### config.mk
export PLATFORM = sky130hd
export DESIGN_NAME = rmt_ethertype_filter_flat
export DESIGN_NICKNAME = d
export VERILOG_FILES = /design/src/rtl/rmt_ethertype_filter_if.sv /design/src/rtl/rmt_ethertype_filter.sv /design/src/flat_wrapper.sv
export SDC_FILE = /design/constraint.sdc
export NUM_CORES = 1
export LEC_CHECK = 0
export ABC_AREA = 1
export BUFFER_PORTS_ARGS = -buffer_cell sky130_fd_sc_hd__buf_2
export CAP_MARGIN = 5
export CORE_AREA = 2 2 523 525
export CTS_CLUSTER_SIZE = 14
export DETAILED_ROUTE_END_ITERATION = 8
export DIE_AREA = 0 0 525 527
export PLACE_DENSITY = 0.3
export REMOVE_ABC_BUFFERS = 1
export SYNTH_ARGS = -nofsm -noshare
export SYNTH_HDL_FRONTEND = slang
export SYNTH_SLANG_ARGS = --single-unit
### constraint.sdc
create_clock -name clk -period 6.35 [get_ports clk]
set_input_delay 0.635 -clock clk [delete_from_list [all_inputs] [get_ports clk]]
set_output_delay 0.635 -clock clk [all_outputs]
set_load 0.05 [all_outputs]
### src/rtl/rmt_ethertype_filter_if.sv
// AXI-Stream bundle shared by the EtherType filter sink and source sides.
// master drives tdata/tkeep/tvalid/tlast/tuser, slave drives tready.
interface rmt_ethertype_filter_if #(
   parameter int DATA_WIDTH = 512,
   parameter int KEEP_WIDTH = DATA_WIDTH / 8,
   parameter int USER_WIDTH = 1
);
   logic [DATA_WIDTH-1:0] tdata;
   logic [KEEP_WIDTH-1:0] tkeep;
   logic                  tvalid;
   logic                  tready;
   logic                  tlast;
   logic [USER_WIDTH-1:0] tuser;

   modport master (
      output tdata, tkeep, tvalid, tlast, tuser,
      input  tready
   );

   modport slave (
      input  tdata, tkeep, tvalid, tlast, tuser,
      output tready
   );
endinterface

### src/rtl/rmt_ethertype_filter.sv
// Per-frame EtherType pass/drop filter with a one-deep AXI-S output register.
// Ports: clk, rst_n (async, active-low); s_axis sink, m_axis source;
// cfg_ethertype/cfg_enable/cfg_mode match table; stat_* saturating counters.
module rmt_ethertype_filter #(
   parameter int DATA_WIDTH  = 512,
   parameter int KEEP_WIDTH  = DATA_WIDTH / 8,
   parameter int USER_WIDTH  = 1,
   parameter int MATCH_COUNT = 4,
   parameter int COUNT_WIDTH = 32
) (
   input  logic                     clk,
   input  logic                     rst_n,
   rmt_ethertype_filter_if.slave    s_axis,
   rmt_ethertype_filter_if.master   m_axis,
   input  logic [MATCH_COUNT*16-1:0] cfg_ethertype,
   input  logic [MATCH_COUNT-1:0]    cfg_enable,
   input  logic                      cfg_mode,
   output logic [COUNT_WIDTH-1:0]    stat_pass_count,
   output logic [COUNT_WIDTH-1:0]    stat_drop_count,
   output logic [COUNT_WIDTH-1:0]    stat_runt_count
);

   typedef enum logic [1:0] {
      IDLE = 2'd0,
      PASS = 2'd1,
      DROP = 2'd2
   } state_t;

   state_t r_state;

   logic [DATA_WIDTH-1:0] r_tdata;
   logic [KEEP_WIDTH-1:0] r_tkeep;
   logic [USER_WIDTH-1:0] r_tuser;
   logic                  r_tlast;
   logic                  r_tvalid;

   logic [COUNT_WIDTH-1:0] r_pass_cnt;
   logic [COUNT_WIDTH-1:0] r_drop_cnt;
   logic [COUNT_WIDTH-1:0] r_runt_cnt;

   logic [15:0] w_etype;
   logic        w_match;
   logic        w_runt;
   logic        w_pass_dec;
   logic        w_first;
   logic        w_drop_now;
   logic        w_out_ready;
   logic        w_tready;
   logic        w_acc;
   logic        w_fwd;

   // Frame byte 12 is the EtherType MSB.
   assign w_etype = {s_axis.tdata[96+:8], s_axis.tdata[104+:8]};

   always_comb begin
      w_match = 1'b0;
      for (int i = 0; i < MATCH_COUNT; i++) begin
         if (cfg_enable[i] && (cfg_ethertype[16*i+:16] == w_etype))
            w_match = 1'b1;
      end
   end

   assign w_runt      = (s_axis.tkeep[13:12] != 2'b11);
   assign w_pass_dec  = !w_runt && (w_match ^ cfg_mode);
   assign w_first     = (r_state == IDLE);

   // Dropped beats bypass the output register, so they never stall.
   assign w_drop_now  = (r_state == DROP) || (w_first && !w_pass_dec);
   assign w_out_ready = !r_tvalid || m_axis.tready;
   assign w_tready    = rst_n && (w_drop_now || w_out_ready);
   assign w_acc       = s_axis.tvalid && w_tready;
   assign w_fwd       = w_acc && !w_drop_now;

   assign s_axis.tready = w_tready;

   always_ff @(posedge clk or negedge rst_n) begin
      if (!rst_n) begin
         r_state <= IDLE;
      end else if (w_acc) begin
         case (r_state)
            IDLE: begin
               if (!s_axis.tlast)
                  r_state <= w_pass_dec ? PASS : DROP;
            end
            PASS, DROP: begin
               if (s_axis.tlast)
                  r_state <= IDLE;
            end
            default: r_state <= IDLE;
         endcase
      end
   end

   always_ff @(posedge clk or negedge rst_n) begin
      if (!rst_n) begin
         r_tvalid <= 1'b0;
         r_tdata  <= '0;
         r_tkeep  <= '0;
         r_tuser  <= '0;
         r_tlast  <= 1'b0;
      end else if (w_fwd) begin
         r_tvalid <= 1'b1;
         r_tdata  <= s_axis.tdata;
         r_tkeep  <= s_axis.tkeep;
         r_tuser  <= s_axis.tuser;
         r_tlast  <= s_axis.tlast;
      end else if (m_axis.tready) begin
         r_tvalid <= 1'b0;
      end
   end

   assign m_axis.tvalid = r_tvalid;
   assign m_axis.tdata  = r_tdata;
   assign m_axis.tkeep  = r_tkeep;
   assign m_axis.tuser  = r_tuser;
   assign m_axis.tlast  = r_tlast;

   always_ff @(posedge clk or negedge rst_n) begin
      if (!rst_n) begin
         r_pass_cnt <= '0;
         r_drop_cnt <= '0;
         r_runt_cnt <= '0;
      end else if (w_acc && w_first) begin
         if (w_pass_dec) begin
            if (r_pass_cnt != '1)
               r_pass_cnt <= r_pass_cnt + 1'b1;
         end else begin
            if (r_drop_cnt != '1)
               r_drop_cnt <= r_drop_cnt + 1'b1;
            if (w_runt && (r_runt_cnt != '1))
               r_runt_cnt <= r_runt_cnt + 1'b1;
         end
      end
   end

   assign stat_pass_count = r_pass_cnt;
   assign stat_drop_count = r_drop_cnt;
   assign stat_runt_count = r_runt_cnt;

endmodule

### src/flat_wrapper.sv
// flat-port wrapper written by rule: the top's interface ports become plain ports
module rmt_ethertype_filter_flat 
#(
   parameter int DATA_WIDTH  = 512,
   parameter int KEEP_WIDTH  = DATA_WIDTH / 8,
   parameter int USER_WIDTH  = 1,
   parameter int MATCH_COUNT = 4,
   parameter int COUNT_WIDTH = 32
)
  (clk, rst_n, cfg_ethertype, cfg_enable, cfg_mode, stat_pass_count, stat_drop_count, stat_runt_count, s_axis_tdata, s_axis_tkeep, s_axis_tvalid, s_axis_tlast, s_axis_tuser, s_axis_tready, m_axis_tdata, m_axis_tkeep, m_axis_tvalid, m_axis_tlast, m_axis_tuser, m_axis_tready);
  rmt_ethertype_filter_if #(.DATA_WIDTH(DATA_WIDTH), .KEEP_WIDTH(KEEP_WIDTH), .USER_WIDTH(USER_WIDTH)) s_axis_i ();
  rmt_ethertype_filter_if #(.DATA_WIDTH(DATA_WIDTH), .KEEP_WIDTH(KEEP_WIDTH), .USER_WIDTH(USER_WIDTH)) m_axis_i ();
  input  logic clk;
  input  logic rst_n;
  input  logic [MATCH_COUNT*16-1:0] cfg_ethertype;
  input  logic [MATCH_COUNT-1:0] cfg_enable;
  input  logic cfg_mode;
  output logic [COUNT_WIDTH-1:0] stat_pass_count;
  output logic [COUNT_WIDTH-1:0] stat_drop_count;
  output logic [COUNT_WIDTH-1:0] stat_runt_count;
  input wire logic [$bits(s_axis_i.tdata)-1:0] s_axis_tdata;
  input wire logic [$bits(s_axis_i.tkeep)-1:0] s_axis_tkeep;
  input wire logic [$bits(s_axis_i.tvalid)-1:0] s_axis_tvalid;
  input wire logic [$bits(s_axis_i.tlast)-1:0] s_axis_tlast;
  input wire logic [$bits(s_axis_i.tuser)-1:0] s_axis_tuser;
  output wire logic [$bits(s_axis_i.tready)-1:0] s_axis_tready;
  output wire logic [$bits(m_axis_i.tdata)-1:0] m_axis_tdata;
  output wire logic [$bits(m_axis_i.tkeep)-1:0] m_axis_tkeep;
  output wire logic [$bits(m_axis_i.tvalid)-1:0] m_axis_tvalid;
  output wire logic [$bits(m_axis_i.tlast)-1:0] m_axis_tlast;
  output wire logic [$bits(m_axis_i.tuser)-1:0] m_axis_tuser;
  input wire logic [$bits(m_axis_i.tready)-1:0] m_axis_tready;
  assign s_axis_i.tdata = s_axis_tdata;
  assign s_axis_i.tkeep = s_axis_tkeep;
  assign s_axis_i.tvalid = s_axis_tvalid;
  assign s_axis_i.tlast = s_axis_tlast;
  assign s_axis_i.tuser = s_axis_tuser;
  assign s_axis_tready = s_axis_i.tready;
  assign m_axis_tdata = m_axis_i.tdata;
  assign m_axis_tkeep = m_axis_i.tkeep;
  assign m_axis_tvalid = m_axis_i.tvalid;
  assign m_axis_tlast = m_axis_i.tlast;
  assign m_axis_tuser = m_axis_i.tuser;
  assign m_axis_i.tready = m_axis_tready;
  rmt_ethertype_filter #(.DATA_WIDTH(DATA_WIDTH), .KEEP_WIDTH(KEEP_WIDTH), .USER_WIDTH(USER_WIDTH), .MATCH_COUNT(MATCH_COUNT), .COUNT_WIDTH(COUNT_WIDTH)) u_core (.clk(clk), .rst_n(rst_n), .s_axis(s_axis_i), .m_axis(m_axis_i), .cfg_ethertype(cfg_ethertype), .cfg_enable(cfg_enable), .cfg_mode(cfg_mode), .stat_pass_count(stat_pass_count), .stat_drop_count(stat_drop_count), .stat_runt_count(stat_runt_count));
endmodule
==> tab_implementation.tex, run 1 <==
\begin{tabular}{lr}
\hline
Metric & Value \\
\hline
\multicolumn{2}{l}{\textbf{Floorplan}} \\
Placeable Area & 272000 um2 \\
Number of placement rows & 192 \\
Die Width & 525 um \\
Full die area & 277000 um2 \\
Count of boundary I/O pins & 1327 \\
Die H & 527 um \\
Effective utilization at floorplan & 11.3\% \\
\multicolumn{2}{l}{\textbf{STA}} \\
Pin slew with the least headroom to its limit & 1230 ps \\
Slew Limit Fails & 0 \\
Aggregate negative setup slack & 0 ps \\
Max-Slew Margin vs Limit & 17.6\% \\
Min setup slack post-route & 2320 ps \\
Final Critical Period & 4030 ps \\
Number of hold-slack violations in the final timing report & 0 \\
Fin Hold WS & 142 ps \\
Fmax & 248 MHz \\
Final Setup Violations & 0 \\
Share of the cycle needed by the critical path after routing & 63.5\% \\
Unrepaired setup endpoints after global routing & no \\
Clock Skew & 56.4 ps \\
\multicolumn{2}{l}{\textbf{Place}} \\
Number of cells after detailed placement & 8371 \\
Final HPWL DP & 138000 um \\
Instance area at placement & 41000 um2 \\
Routability Congestion & 0.860 \\
Count of port buffers added during placement & 1326 \\
DP Worst Slack & 1310 ps \\
\multicolumn{2}{l}{\textbf{Setup path}} \\
CP bufs+invs & 5 \\
Biggest fanout along the worst timing path & 63 \\
Cell class contributing the biggest share of worst-path delay & simple AND/OR/NAND/NOR gates \\
Cell occurring most often along the worst timing path & sky130\_fd\_sc\_hd\_\_nand2\_1 \\
Sequence of cells on the critical path & buf\_2, inv\_2, nand2\_1, nand2\_1, nor2\_1, nand2\_1, nor2\_1, nand3\_1, nand2\_2, nor2\_2, nand2\_2, nand3\_4, nand2\_2, nand3\_2, nand2\_1, inv\_2, nand3\_4, buf\_4, buf\_4, o21ai\_0 \\
Setup CP Type & input port to flop \\
CP startpoint kind & input port \\
Worst path arrival time & 4560 ps \\
Largest stage delay on the critical path & 630 ps \\
Cell type of the slowest stage on the worst timing path & sky130\_fd\_sc\_hd\_\_buf\_4 \\
Endpoint class of the critical path & flop \\
Required time reported for the critical path endpoint & 6880 ps \\
\multicolumn{2}{l}{\textbf{Logic synthesis}} \\
Netlist cell types & 34 \\
Mapped Avg Cell Area & 8.60 um2 \\
Synthesized instance count & 3570 \\
Largest cells by area after synthesis & sky130\_fd\_sc\_hd\_\_dfrtp\_1, sky130\_fd\_sc\_hd\_\_nand2\_1, sky130\_fd\_sc\_hd\_\_inv\_1 \\
Mux contribution to synthesized area & 0\% \\
Yosys Warn Count & 0 \\
Post-Synthesis Cell Area & 30700 um2 \\
Synth Area in XOR/XNOR & 2.68\% \\
Flip-flop and latch count after synthesis & 677 \\
Synth top area share & 55.2\% \\
Share of synthesized area occupied by flip-flops and latches & 55.2\% \\
Largest family of logic cells by synthesized area & simple AND/OR/NAND/NOR gates \\
Fraction of the mapped netlist area in simple logic gates & 17.3\% \\
Adder-cell area share of the yosys netlist & 0.204\% \\
Complex-gate fraction of the synthesized area & 11.9\% \\
Largest area contributor in the synthesized netlist & sky130\_fd\_sc\_hd\_\_dfrtp\_1 \\
\multicolumn{2}{l}{\textbf{Route}} \\
DR vias & 28310 \\
Total routed wirelength & 168000 um \\
Via/cell ratio & 3.30 \\
First-pass iteration count of the detailed router & 5 \\
Routed Antenna Nets & 0 \\
Drt drc & 0 \\
Initial DRC Count & 1464 \\
Average wire per cell in the routed design & 19.7 um \\
\multicolumn{2}{l}{\textbf{Final layout}} \\
Layout cell share with drive strength beyond 1 & 33.9\% \\
Layout area overhead & 44.0\% \\
Post-route standard cell area excluding fillers & 44200 um2 \\
Number of nets in the final layout & 5537 \\
Number of filler cells placed in the layout & 31200 \\
Share of the core filled with cells in the final layout & 16.3\% \\
Most common cell after layout, fill and taps aside & sky130\_fd\_sc\_hd\_\_buf\_2 \\
Most used cells in the layout excluding fill and tap cells & sky130\_fd\_sc\_hd\_\_buf\_2, sky130\_fd\_sc\_hd\_\_nand2\_1, sky130\_fd\_sc\_hd\_\_inv\_1 \\
Number of non-filler instances in the completed layout & 8571 \\
Multi-input combinational cell area & 9870 um2 \\
Sequential cell area & 16900 um2 \\
\multicolumn{2}{l}{\textbf{Clock tree}} \\
Number of post-CTS setup repair buffers & 0 \\
Cell at the root of the clock tree & sky130\_fd\_sc\_hd\_\_clkbuf\_16 \\
CTS tree & built \\
Clock insertion delay at the later pin of the skew report & 720 ps \\
Total number of H-tree levels & 3 \\
Buffers from clock root to sink, at most & 3 \\
TritonCTS buffer count & 96 \\
Register clock-pin slew on the reported worst setup and hold paths & 60 ps \\
Clk sinks & 677 \\
\multicolumn{2}{l}{\textbf{Pwr}} \\
Overall Power & 24.8 mW \\
Power per cell area & 562 nW/um2 \\
Peak supply drop & 0.224 mV \\
Leakage dissipation & 23.9 nW \\
\multicolumn{2}{l}{\textbf{Global routing}} \\
GRT Util Overall & 11.9\% \\
Wire length of the first global-routing pass & 235000 um \\
Via count of the first global-routing pass & 29187 \\
Pin count of the biggest net entering global routing & 144 \\
Initial antenna violation count & 136 \\
Remaining global-route overflow & 0 \\
\multicolumn{2}{l}{\textbf{Flow run}} \\
MaxCap Viol Count & 0 \\
\multicolumn{2}{l}{\textbf{Status}} \\
Status & complete, no violations \\
\multicolumn{2}{l}{\textbf{Hold path}} \\
Type of the tightest min-delay check & input port to flop \\
\hline
\end{tabular}
metal layers:
metal / GRT usage (%) / up-vias / wire length [um]
met3: 5.00 / 326 / 16300
met2: 19.4 / 1151 / 77000
li1: - / 13613 / -
met4: 2.29 / 44 / 3610
met5: 0 / - / 273
met1: 14.5 / 13176 / 71300
what timing repair did:
| item | in CTS | in global routing |
|---|---|---|
| endpoints found under the hold margin | 18 | 0 |
| resized for setup | 0 | 0 |
| hold buffers | 1 | 0 |
cells in the mapped netlist:
| cell | instances |
|---|---|
| sky130_fd_sc_hd__a21boi_0 | 3 |
| sky130_fd_sc_hd__a21oi_1 | 1 |
| sky130_fd_sc_hd__buf_12 | 1 |
| sky130_fd_sc_hd__buf_2 | 18 |
| sky130_fd_sc_hd__buf_4 | 16 |
| sky130_fd_sc_hd__buf_6 | 80 |
| sky130_fd_sc_hd__clkbuf_1 | 35 |
| sky130_fd_sc_hd__clkbuf_2 | 3 |
| sky130_fd_sc_hd__dfrtp_1 | 677 |
| sky130_fd_sc_hd__ha_1 | 5 |
| sky130_fd_sc_hd__inv_1 | 682 |
| sky130_fd_sc_hd__inv_2 | 16 |
| sky130_fd_sc_hd__nand2_1 | 1019 |
| sky130_fd_sc_hd__nand2_2 | 5 |
| sky130_fd_sc_hd__nand3_1 | 57 |
| sky130_fd_sc_hd__nand3_2 | 5 |
| sky130_fd_sc_hd__nand3_4 | 2 |
| sky130_fd_sc_hd__nand3b_1 | 5 |
| sky130_fd_sc_hd__nand4_1 | 28 |
| sky130_fd_sc_hd__nor2_1 | 114 |
| sky130_fd_sc_hd__nor2_2 | 5 |
| sky130_fd_sc_hd__nor2_4 | 1 |
| sky130_fd_sc_hd__nor3_1 | 45 |
| sky130_fd_sc_hd__nor3_2 | 1 |
| sky130_fd_sc_hd__nor3b_1 | 1 |
| sky130_fd_sc_hd__nor4_1 | 19 |
| sky130_fd_sc_hd__nor4_4 | 1 |
| sky130_fd_sc_hd__o21ai_0 | 231 |
| sky130_fd_sc_hd__o21ai_1 | 265 |
| sky130_fd_sc_hd__o21ai_2 | 131 |
| sky130_fd_sc_hd__or2_0 | 3 |
| sky130_fd_sc_hd__or2_1 | 1 |
| sky130_fd_sc_hd__xnor2_1 | 31 |
| sky130_fd_sc_hd__xor2_1 | 63 |
worst paths after layout:
check	cells past startpoint	slack (ps)	start	endpoint
min in group asynchronous	2	410	rst_n	u_core.m_axis.tkeep[22]$_DFFE_PN0P_
max in group asynchronous	5	3700	rst_n	u_core.m_axis.tdata[215]$_DFFE_PN0P_
worst max register to register	14	2700	u_core.stat_drop_count[0]$_DFFE_PN0P_	u_core.stat_drop_count[5]$_DFFE_PN0P_
worst min-delay path	3	140	s_axis_tkeep[60]	u_core.m_axis.tkeep[60]$_DFFE_PN0P_
worst min register to register	2	470	u_core.m_axis.tdata[279]$_DFFE_PN0P_	u_core.m_axis.tdata[279]$_DFFE_PN0P_
worst max-delay path	20	2320	s_axis_tdata[109]	u_core.m_axis.tdata[196]$_DFFE_PN0P_
registers in the layout, summed over array words and instances, names as in the netlist:
register and cells:
u_core.m_axis.tvalid 1, u_core.m_axis.tlast 1, u_core.stat_drop_count 32, u_core.stat_pass_count 32, u_core.m_axis.tdata 512, u_core.m_axis.tkeep 64, u_core.m_axis.tuser 1, u_core.r_state 2
u_core.stat_runt_count 32
logic make-up (layout without fill, tap and decap cells):
group | count (synthesis) | after routing
adders and majority gates | 5 | 5
DFF | 677 | 677
xor gates and xnor gates | 94 | 94
and+or+nand+nor | 1312 | 1312
AOI/OAI and AO/OA | 631 | 631
other | 0 | 22
buffers and inverters | 851 | 2241
where the power goes:
group | leakage [nW] | switching (mW) | total [mW] | internal [mW]
Sequential | 8.59 | 1.05 | 7.14 | 6.09
Clock | 1.55 | 2.27 | 5.52 | 3.25
Combinational | 13.8 | 9.78 | 12.2 | 2.41
Total | 23.9 | 13.1 | 24.8 | 11.7
tightest hold or removal path, cell delays in order:
cell and delay, ps:
sky130_fd_sc_hd__buf_2 90, sky130_fd_sc_hd__inv_1 40, sky130_fd_sc_hd__o21ai_1 50
final cells by class:
cell class | instances | share of cell area [%]
sequential | 677 | 38.3
tap | 3589 | 10.2
inverter | 698 | 5.93
timing repair buffer | 1366 | 16.0
antenna | 22 | 0.125
multi-input combinational | 2042 | 22.3
clock inverter | 30 | 0.724
clock buffer | 147 | 6.44
(Power assumes the default switching activity.)
==> run 2, diff against run 1 <==
==> constraint.sdc (replaced) <==
create_clock -name clk -period 3.5 [get_ports clk]
set_input_delay 0.35 -clock clk [delete_from_list [all_inputs] [get_ports clk]]
set_output_delay 0.35 -clock clk [all_outputs]
set_load 0.05 [all_outputs]
==> run 2 against run 1 <==
Compared with the run above:
- clock power is 81% higher
- register-to-register slack worse by 2200 ps
- clock skew is 29 ps lower
- setup slack worse by 2100 ps
- critical path type is now input port to primary output
- highest routed layer unchanged
==> tab_implementation.tex, run 2 (synthesis results as in run 1) <==
\begin{tabular}{lr}
\hline
Metric & Value \\
\hline
\multicolumn{2}{l}{\textbf{STA}} \\
Fmax & 304 MHz \\
Final Setup Violations & 0 \\
Fin Hold WS & 82.0 ps \\
Final Critical Period & 3290 ps \\
Share of the cycle needed by the critical path after routing & 94.0\% \\
Clock Skew & 27.8 ps \\
Min setup slack post-route & 208 ps \\
Slew Limit Fails & 0 \\
Pin slew with the least headroom to its limit & 932 ps \\
Max-Slew Margin vs Limit & 37.9\% \\
Number of hold-slack violations in the final timing report & 0 \\
Unrepaired setup endpoints after global routing & no \\
\multicolumn{2}{l}{\textbf{Setup path}} \\
CP startpoint kind & input port \\
Endpoint class of the critical path & primary output \\
Required time reported for the critical path endpoint & 3150 ps \\
Setup CP Type & input port to primary output \\
Worst path arrival time & 2940 ps \\
Reg2reg start & u\_core.stat\_drop\_count[0]\$\_DFFE\_PN0P\_ \\
Biggest fanout along the worst timing path & 7 \\
Internal reg-to-reg setup slack & 540 ps \\
Worst-case reg-to-reg path depth & 15 \\
Endpoint of the worst register-to-register path & u\_core.stat\_drop\_count[5]\$\_DFFE\_PN0P\_ \\
\multicolumn{2}{l}{\textbf{Clock tree}} \\
Register clock-pin slew on the reported worst setup and hold paths & 60 ps \\
Buffers from clock root to sink, at most & 4 \\
Total number of H-tree levels & 3 \\
CTS tree & built \\
TritonCTS buffer count & 100 \\
Clk sinks & 677 \\
Clock insertion delay at the later pin of the skew report & 790 ps \\
Cell at the root of the clock tree & sky130\_fd\_sc\_hd\_\_clkbuf\_16 \\
\multicolumn{2}{l}{\textbf{Route}} \\
Via/cell ratio & 3.33 \\
Average wire per cell in the routed design & 18.5 um \\
Drt drc & 0 \\
Routed Antenna Nets & 0 \\
DR vias & 30650 \\
Total routed wirelength & 170000 um \\
Initial DRC Count & 1304 \\
First-pass iteration count of the detailed router & 7 \\
\multicolumn{2}{l}{\textbf{Place}} \\
Routability Congestion & 0.847 \\
Instance area at placement & 41600 um2 \\
Final HPWL DP & 139000 um \\
DP Worst Slack & -217 ps \\
Count of port buffers added during placement & 1326 \\
\multicolumn{2}{l}{\textbf{Pwr}} \\
Leakage dissipation & 26.7 nW \\
Power per cell area & 905 nW/um2 \\
Peak supply drop & 0.462 mV \\
\multicolumn{2}{l}{\textbf{Final layout}} \\
Post-route standard cell area excluding fillers & 50700 um2 \\
Layout cell share with drive strength beyond 1 & 31.0\% \\
Multi-input combinational cell area & 9870 um2 \\
Sequential cell area & 16900 um2 \\
Flip-flop count of the largest register, all copies and words added & 512 \\
Number of nets in the final layout & 6166 \\
Layout area overhead & 65.0\% \\
Most used cells in the layout excluding fill and tap cells & sky130\_fd\_sc\_hd\_\_buf\_2, sky130\_fd\_sc\_hd\_\_nand2\_1, sky130\_fd\_sc\_hd\_\_inv\_1 \\
Most common cell after layout, fill and taps aside & sky130\_fd\_sc\_hd\_\_buf\_2 \\
Number of filler cells placed in the layout & 30799 \\
\multicolumn{2}{l}{\textbf{Flow run}} \\
MaxCap Viol Count & 0 \\
\multicolumn{2}{l}{\textbf{Hold path}} \\
Type of the tightest min-delay check & input port to async pin \\
\multicolumn{2}{l}{\textbf{Global routing}} \\
Remaining global-route overflow & 0 \\
Via count of the first global-routing pass & 31804 \\
GRT Util Overall & 11.9\% \\
Wire length of the first global-routing pass & 241000 um \\
Pin count of the biggest net entering global routing & 127 \\
Initial antenna violation count & 88 \\
\multicolumn{2}{l}{\textbf{Floorplan}} \\
Full die area & 277000 um2 \\
Count of boundary I/O pins & 1327 \\
Die H & 527 um \\
Placeable Area & 272000 um2 \\
Number of placement rows & 192 \\
Die Width & 525 um \\
Effective utilization at floorplan & 11.3\% \\
\multicolumn{2}{l}{\textbf{Status}} \\
Status & complete, no violations \\
\hline
\end{tabular}
run 2: area by class of cell:
cell class              count  area share (%)
multi-input cells        2042            19.5
clock buffers             147            5.74
repair buffers           1991            26.7
inverters                 698            5.17
flip-flops and latches    677            33.4
clock inverters            31           0.486
well taps                3589            8.86
diodes                     22           0.109
run 2: worst max path at each step:
stage | start | end | slack (ps)
after global routing | s_axis_tdata[99] | s_axis_tready | 30
after global placement | s_axis_tdata[97] | u_core.m_axis.tdata[279]$_DFFE_PN0P_ | -250
final | s_axis_tdata[99] | s_axis_tready | 210
after detailed placement | s_axis_tdata[97] | u_core.m_axis.tdata[440]$_DFFE_PN0P_ | -220
after CTS | s_axis_tdata[99] | s_axis_tready | 40
after floorplan | s_axis_tdata[99] | u_core.m_axis.tdata[0]$_DFFE_PN0P_ | -6360
run 2: per-stage QoR:
stage	power [mW]	setup TNS, ps	std cells	utilization [%]
3_3_place_gp	35.6	-55280	8415	15.3
2_1_floorplan	28.9	-3603520	3417	-
4_1_cts	46.8	0	9174	18.6
3_5_place_dp	35.7	-41220	8415	15.3
6_report	45.8	0	9197	18.6
5_1_grt	48.5	0	9185	18.6
run 2: worst max-delay path, stage by stage:
cell	delay, ps
sky130_fd_sc_hd__buf_2	110
sky130_fd_sc_hd__dlygate4sd3_1	560
sky130_fd_sc_hd__inv_2	140
sky130_fd_sc_hd__or2_1	120
sky130_fd_sc_hd__nand4_1	260
sky130_fd_sc_hd__nor2_1	220
sky130_fd_sc_hd__nand3_2	90
sky130_fd_sc_hd__nand2_2	120
sky130_fd_sc_hd__nor2_2	50
sky130_fd_sc_hd__nand2_2	70
sky130_fd_sc_hd__nand3_4	110
sky130_fd_sc_hd__nand2_2	100
sky130_fd_sc_hd__nand3_2	90
sky130_fd_sc_hd__nand2_1	100
sky130_fd_sc_hd__inv_2	70
sky130_fd_sc_hd__buf_4	160
sky130_fd_sc_hd__buf_4	200
run 2: timing repair:
action | CTS | global route
endpoints found under the hold margin | 685 | 0
hold buffers | 581 | 0
endpoints found under the setup margin | 0 | 1
resized for setup | 0 | 4
setup buffers | 0 | 1
run 2: power breakdown:
part / internal (mW) / leakage [nW] / total, mW / switching, mW
Clock: 5.88 / 1.56 / 10.0 / 4.14
Sequential: 11.1 / 8.59 / 13.0 / 1.94
Combinational: 5.03 / 16.5 / 22.8 / 17.8
Total: 22.0 / 26.7 / 45.8 / 23.9
run 2: metal layers:
layer | part of all wire [%] | GRT usage [%] | up-vias
met5 | 0.10 | 0 | -
met4 | 2.1 | 2.41 | 28
met3 | 7.9 | 4.01 | 272
li1 | - | - | 14866
met1 | 44 | 15.0 | 14338
met2 | 46 | 19.7 | 1146
